==> src/rtl/puf_soc_sipo.sv <==
// Serial-in / parallel-out frame assembler for the PUF SoC link.
// Collects a normal- or debug-length frame LSB first and hands it off with a valid/ready pair.
module puf_soc_sipo #(
    parameter int FRAM_SIZE = 160,
    parameter int NORM_MOD  = 34,
    parameter int DEBUG_MOD = 133
) (
    input  logic                 clk,
    input  logic                 rst,
    input  logic                 i_rx_en,
    input  logic                 i_rx_mode,
    input  logic                 i_rx_valid,
    input  logic                 i_rx_data,
    output logic                 o_rx_ready,
    output logic [FRAM_SIZE-1:0] o_rx_data,
    output logic                 o_rx_valid,
    input  logic                 i_rx_ready,
    output logic                 o_rx_done
);

    // Handshakes: a transfer happens on a rising edge where valid and ready are both 1.
    // Serial side: i_rx_valid / o_rx_ready. Parallel side: o_rx_valid / i_rx_ready;
    // once o_rx_valid is high, o_rx_data is held until the transfer edge.

    localparam int CW = $clog2(DEBUG_MOD + 1);
    localparam logic [CW-1:0] NORM_LEN  = CW'(NORM_MOD);
    localparam logic [CW-1:0] DEBUG_LEN = CW'(DEBUG_MOD);
    localparam logic [CW-1:0] ONE       = CW'(1);

    if (NORM_MOD > FRAM_SIZE || DEBUG_MOD > FRAM_SIZE) begin : g_param_check
        $error("puf_soc_sipo: frame lengths must not exceed FRAM_SIZE");
    end

    typedef enum logic [1:0] {
        IDLE  = 2'd0,
        SHIFT = 2'd1,
        HOLD  = 2'd2
    } state_t;

    state_t               state;
    logic                 mode_q;
    logic [CW-1:0]        count;
    logic [FRAM_SIZE-1:0] shift_q;
    logic [FRAM_SIZE-1:0] shift_next;
    logic [CW-1:0]        frame_len;
    logic                 last_bit;

    assign o_rx_ready = (state == SHIFT);
    assign frame_len  = mode_q ? DEBUG_LEN : NORM_LEN;
    assign last_bit   = (count == frame_len - ONE);

    // Shift register is cleared at frame start, so bits above L stay zero.
    always_comb begin
        shift_next        = shift_q;
        shift_next[count] = i_rx_data;
    end

    always_ff @(posedge clk or posedge rst) begin
        if (rst) begin
            state      <= IDLE;
            mode_q     <= 1'b0;
            count      <= '0;
            shift_q    <= '0;
            o_rx_data  <= '0;
            o_rx_valid <= 1'b0;
            o_rx_done  <= 1'b0;
        end else begin
            o_rx_done <= 1'b0;
            case (state)
                IDLE: begin
                    if (i_rx_en) begin
                        mode_q  <= i_rx_mode;
                        count   <= '0;
                        shift_q <= '0;
                        state   <= SHIFT;
                    end
                end
                SHIFT: begin
                    if (!i_rx_en) begin
                        count   <= '0;
                        shift_q <= '0;
                        state   <= IDLE;
                    end else if (i_rx_valid) begin
                        shift_q <= shift_next;
                        count   <= count + ONE;
                        if (last_bit) begin
                            o_rx_data  <= shift_next;
                            o_rx_valid <= 1'b1;
                            state      <= HOLD;
                        end
                    end
                end
                HOLD: begin
                    if (i_rx_ready) begin
                        o_rx_valid <= 1'b0;
                        o_rx_done  <= 1'b1;
                        state      <= IDLE;
                    end
                end
                default: state <= IDLE;
            endcase
        end
    end

endmodule

==> config.mk <==
export PLATFORM = sky130hd
export DESIGN_NAME = puf_soc_sipo
export DESIGN_NICKNAME = d
export VERILOG_FILES = /design/src/rtl/puf_soc_sipo.sv
export SDC_FILE = /design/constraint.sdc
export NUM_CORES = 1
export LEC_CHECK = 0
export ABC_AREA = 1
export CORE_AREA = 2 2 163 165
export CTS_CLUSTER_SIZE = 16
export DETAILED_ROUTE_END_ITERATION = 16
export DIE_AREA = 0 0 165 167
export GPL_TIMING_DRIVEN = 0
export PLACE_DENSITY_LB_ADDON = 0.3
export SLEW_MARGIN = 10
export SYNTH_ARGS = -nofsm -noshare
export SYNTH_HDL_FRONTEND = slang
export SYNTH_SLANG_ARGS = --single-unit
==> constraint.sdc <==
create_clock -name clk -period 16.82 [get_ports clk]
set_input_delay 3.364 -clock clk [delete_from_list [all_inputs] [get_ports clk]]
set_output_delay 3.364 -clock clk [all_outputs]
set_load 0.01 [all_outputs]
Yosys cells after proc, flatten, opt, wreduce, memory -nomap -nowiden
Cells that the tools add are included.
{"block": "op_classes", "muxes": 25, "order_cmp": 2, "add_sub_neg": 2, "n_reduce_logical": 9, "eq_ne": 10}
{"operator": "$mux W160", "n": 3}
{"operator": "$pmux W160 S2", "n": 1}
{"operator": "$bwmux W160", "n": 1}
{"operator": "$mux W8", "n": 4}
{"operator": "$pmux W8 S2", "n": 1}
{"operator": "$mux W2", "n": 5}
{"operator": "$lt A8 B9 Y1 const B", "n": 1}
{"operator": "$add A8 B1 Y8 const B", "n": 1}
{"operator": "$demux W1 S8", "n": 1}
{"operator": "$eq A8 B8 Y1", "n": 1}
{"operator": "$ge A8 B1 Y1 const B", "n": 1}
{"operator": "$ne A2 B2 Y1 const B", "n": 4}
{"operator": "$reduce_and A4 Y1", "n": 2}
{"operator": "$sub A8 B1 Y8 const B", "n": 1}
{"operator": "$mux W1", "n": 7}
{"operator": "$pmux W2 S3", "n": 1}
{"operator": "$reduce_and A5 Y1", "n": 1}
{"operator": "$reduce_bool A2 Y1", "n": 2}
{"operator": "$ne A3 B2 Y1 const B", "n": 1}
{"operator": "$ne A3 B3 Y1 const B", "n": 1}
{"operator": "$reduce_and A3 Y1", "n": 1}
{"operator": "$eq A2 B1 Y1 const B", "n": 1}
{"operator": "$eq A2 B2 Y1 const B", "n": 1}
{"operator": "$logic_not A2 Y1", "n": 1}
{"operator": "other kinds (4)", "n": 4}
{"block": "totals", "output_inout_bits": 163, "regBits": 333}

Depth between registers and ports, before layout
{"block": "logic_depth", "word_depth": 8, "depth_mapped": 11}

Worst setup path after synthesis
No wires, ideal clock.
{"block": "synth_timing", "path_kind": "input port to flip-flop", "from": "input i_rx_valid", "to": "register o_rx_data[10]", "slack_ns": 12.455, "path_stages": 7, "setup_time_ns": 0.117, "t_arrival_ns": 4.249, "n_path_buf": 2, "path_cell_list": "inv_1 nor2_4 nand3_2 buf_2 clkbuf_1 nand2_1 nand2_1"}
{"block": "synth_via", "elab_chain_len": 1}
{"item": "start: declaration", "line_no": "12", "rtl": "input logic i_rx_valid,"}
{"item": "$reduce_and A4 Y1 (no source line)"}
{"item": "end signal: assignment", "line_no": "87", "rtl": "o_rx_data <= shift_next;"}
{"item": "end: declaration", "line_no": "15", "rtl": "output logic [FRAM_SIZE-1:0] o_rx_data,"}
No other way between the ends.
A chain may end at the register's enable or synchronous reset.

Final worst setup path
{"block": "layout_timing", "from": "input i_rx_en", "to": "register o_rx_data[17]"}
{"block": "layout_via", "elab_chain_len": 1}
{"item": "start: declaration", "line_no": "10", "rtl": "input logic i_rx_en,"}
{"item": "$reduce_and A4 Y1 (no source line)"}
No other way between the ends.

==> impl_metrics.ini <==
[detailed_routing]
drc_errors = 0
avgViaCountPerCell = 5.696
num_vias = 14940
drt_wl_total_um = 48510
drt_iter0_markers = 2015
postRouteAntennaNets = 0
dr.pass1.iters = 6
wl_per_cell_um = 18.50

[run]
drv_cap = 0

[worst_setup_path]
worstSetupPathType = in -> reg
crit_path_max_incr_delay_ns = 0.59
rr_startpoint = count[0]
endpoint_kind = register
worst-path-buf-inv = 3
crit_path_start = i_rx_en
critPathMaxFanout = 10
worstPathArrival_ns = 5.77
cp.required_ns = 17.22
crit_top_cell = nand2_1
path_cells = clkdlybuf4s50_1 -> nand2_2 -> nor2_4 -> nand3_2 -> buf_2 -> clkbuf_1 -> nand2_1 -> nand2_1
cp-start-kind = input port
cpMaxStageDelayCell = clkdlybuf4s50_1
crit_family = buffers and inverters

[yosys]
yosys-top-cells-count = nand2_1, dfrtp_1, o21ai_0, nand3_1, clkbuf_1
synth_most_common_cell = nand2_1
synth-edff-count = 0
synth_top_area_cell = dfrtp_1
synth_fp_nets = 2064
synth_area_mm2 = 0.01535
yosys_warnings = 0
seq_area_frac_synth = 0.5427
ys_types = 25
synthArstFlopShare = 1.000
synth-main-ff-cell = dfrtp_1
netlist.area_leader.share = 0.5427
postSynthAreaPerCell_um2 = 7.479
yosys-top-cells-area = dfrtp_1, nand2_1, o21ai_0
syn_inst = 2053
ys_ff_latch = 333

[sta]
finalWorstSetupSlack_ns = 11.45
worstMarginPinSlew_ns = 0.9462
fmax_ghz = 0.1862
fin_tns_setup_ns = 0
slew_viol_final = 0
period_share = 0.3193
hold_viol = 0
fin_crit_ns = 5.371
max_slew_margin = 0.3674
setup_viol = 0
skew_ns = 0.009416
rsz0062_at_grt = no

[placed_design]
dp_hpwl_um = 31510
portBuffers = 169
place_congestion = 0.9461
placed_cells = 2559
place_ws_ns = 10.98

[power]
power.leakage_uw = 0.01029
p_int_uw = 1374
total_power_uw = 1883
powerDensity_mw_per_mm2 = 100.1
switching_power_uw = 508.5
peakVddDrop_v = 0.00006357
p_sw_frac = 0.2701
p_clk_frac = 0.453
pwr-share-seq = 0.434
comb_power_share = 0.113

[clocking]
cts_tree = yes
cts.repair.resized = 0
clock-root-buffer = clkbuf_16
clk_pin_slew_worst_paths_ns = 0.06
clk_latency_ns = 0.52
cts_buffers = 35
clockBufferDepth = 3
htreeDepth = 2
postCtsHoldBufs = 0
cts_setup_buffers = 0
cts_sinks = 333

[grt]
grt_pass1_vias = 14430
antenna_found_initial = 0
grtUsageTotal = 0.3576
grt.overflow.total = 0
grt_pass1_wl_um = 76270
grt_max_degree = 117

[hold_path]
worstHoldPathType = reg -> reg
holdCritStartpoint = shift_q[108]

[run_status]
outcome = complete, no violations

[cells_and_area]
final_layout_size_suffix_gt1_frac = 0.05381
nets = 2272
finalNonFillerCells = 2622
area_growth_pct = 22.51

[floorplanning]
die-width_um = 165
core_region_area_mm2 = 0.02576
num_rows = 59
die_area_mm2 = 0.02756
die_h_um = 167
io_pins = 170
start_util = 0.5960
sequential cells by signal, indices dropped and copies added (netlist names):
name / flops
o_rx_valid: 1
o_rx_done: 1
o_rx_data: 160
state: 2
mode_q: 1
count: 8
shift_q: 160
cells by family (layout without fill, tap and decap cells):
group,count (synthesis),after routing,synth area share
other cells,0,1,0
compound gates,181,181,0.05908
simple gates,1361,1361,0.3470
fa+ha+maj,4,4,0.003260
flops,333,333,0.5427
buf+inv,174,407,0.04799
worst register-to-register path: stages, from the launching register on:
cell,delay (ns)
dfrtp_1,0.44
ha_1,0.22
clkbuf_1,0.21
nand3_1,0.71
clkinv_1,0.88
nand3_1,0.33
nand2_1,0.13
nand2_1,0.08
nand2_1,0.05
placed cells by master, fill, tap and decap left out, drive strengths merged, types with 14 or more instances in the layout:
cell,count
clkbuf,101
buf,56
nand2,1173
nor2,49
inv,55
nand3,135
clkdlybuf4s50,169
o21ai,171
clkinv,14
dfrtp,333
through the flow:
stage / hold slack [ns] / cell area (um^2) / utilization
global route: 0.4888 / 18810 / 0.7300
finish: 0.4755 / 18810 / 0.7301
CTS: 0.4765 / 18810 / 0.7300
global placement: 0.4546 / 17470 / 0.6779
detailed placement: 0.4591 / 17530 / 0.6803
floorplan: 0.4426 / 15350 / -
layout make-up:
cell class | count | area [um^2]
clock inverters | 17 | 254.0
multi-input cells | 1546 | 6285
repair buffers | 171 | 1747
plain buffers | 110 | 496.7
diodes | 1 | 2.502
flip-flops and latches | 333 | 8333
fillers | 1941 | 6953
well taps | 335 | 419.2
inverters | 64 | 247.7
clock buffers | 45 | 1026
worst paths after layout:
check | to | slack, ns | cells past startpoint
worst max-delay path | o_rx_data[17] | 11.45 | 8
worst min-delay path | shift_q[108] | 0.48 | 2
worst max register to register | shift_q[87] | 13.67 | 8
worst min register to register | shift_q[108] | 0.48 | 2
max in group asynchronous | shift_q[146] | 12.37 | 3
min in group asynchronous | o_rx_data[57] | 3.40 | 2
per-layer routing:
layer | up-vias | track usage | routed length [um]
met1 | 6990 | 0.4707 | 18260
li1 | 6818 | - | -
met3 | 191 | 0.08717 | 5386
met4 | 0 | 0.1875 | 3065
met5 | - | 0 | 0
met2 | 936 | 0.5495 | 21800
power groups by stage:
| stage | logic [uW] | registers (uW) | clock network [uW] |
|---|---|---|---|
| after CTS | 204 | 817 | 854 |
| after detailed placement | 202 | 832 | 0 |
| after global placement | 198 | 832 | 0 |
| after global routing | 222 | 818 | 886 |
| after floorplan | 116 | 832 | 0 |
| final | 213 | 818 | 852 |
Note: power is estimated with default switching activity, not from simulation.
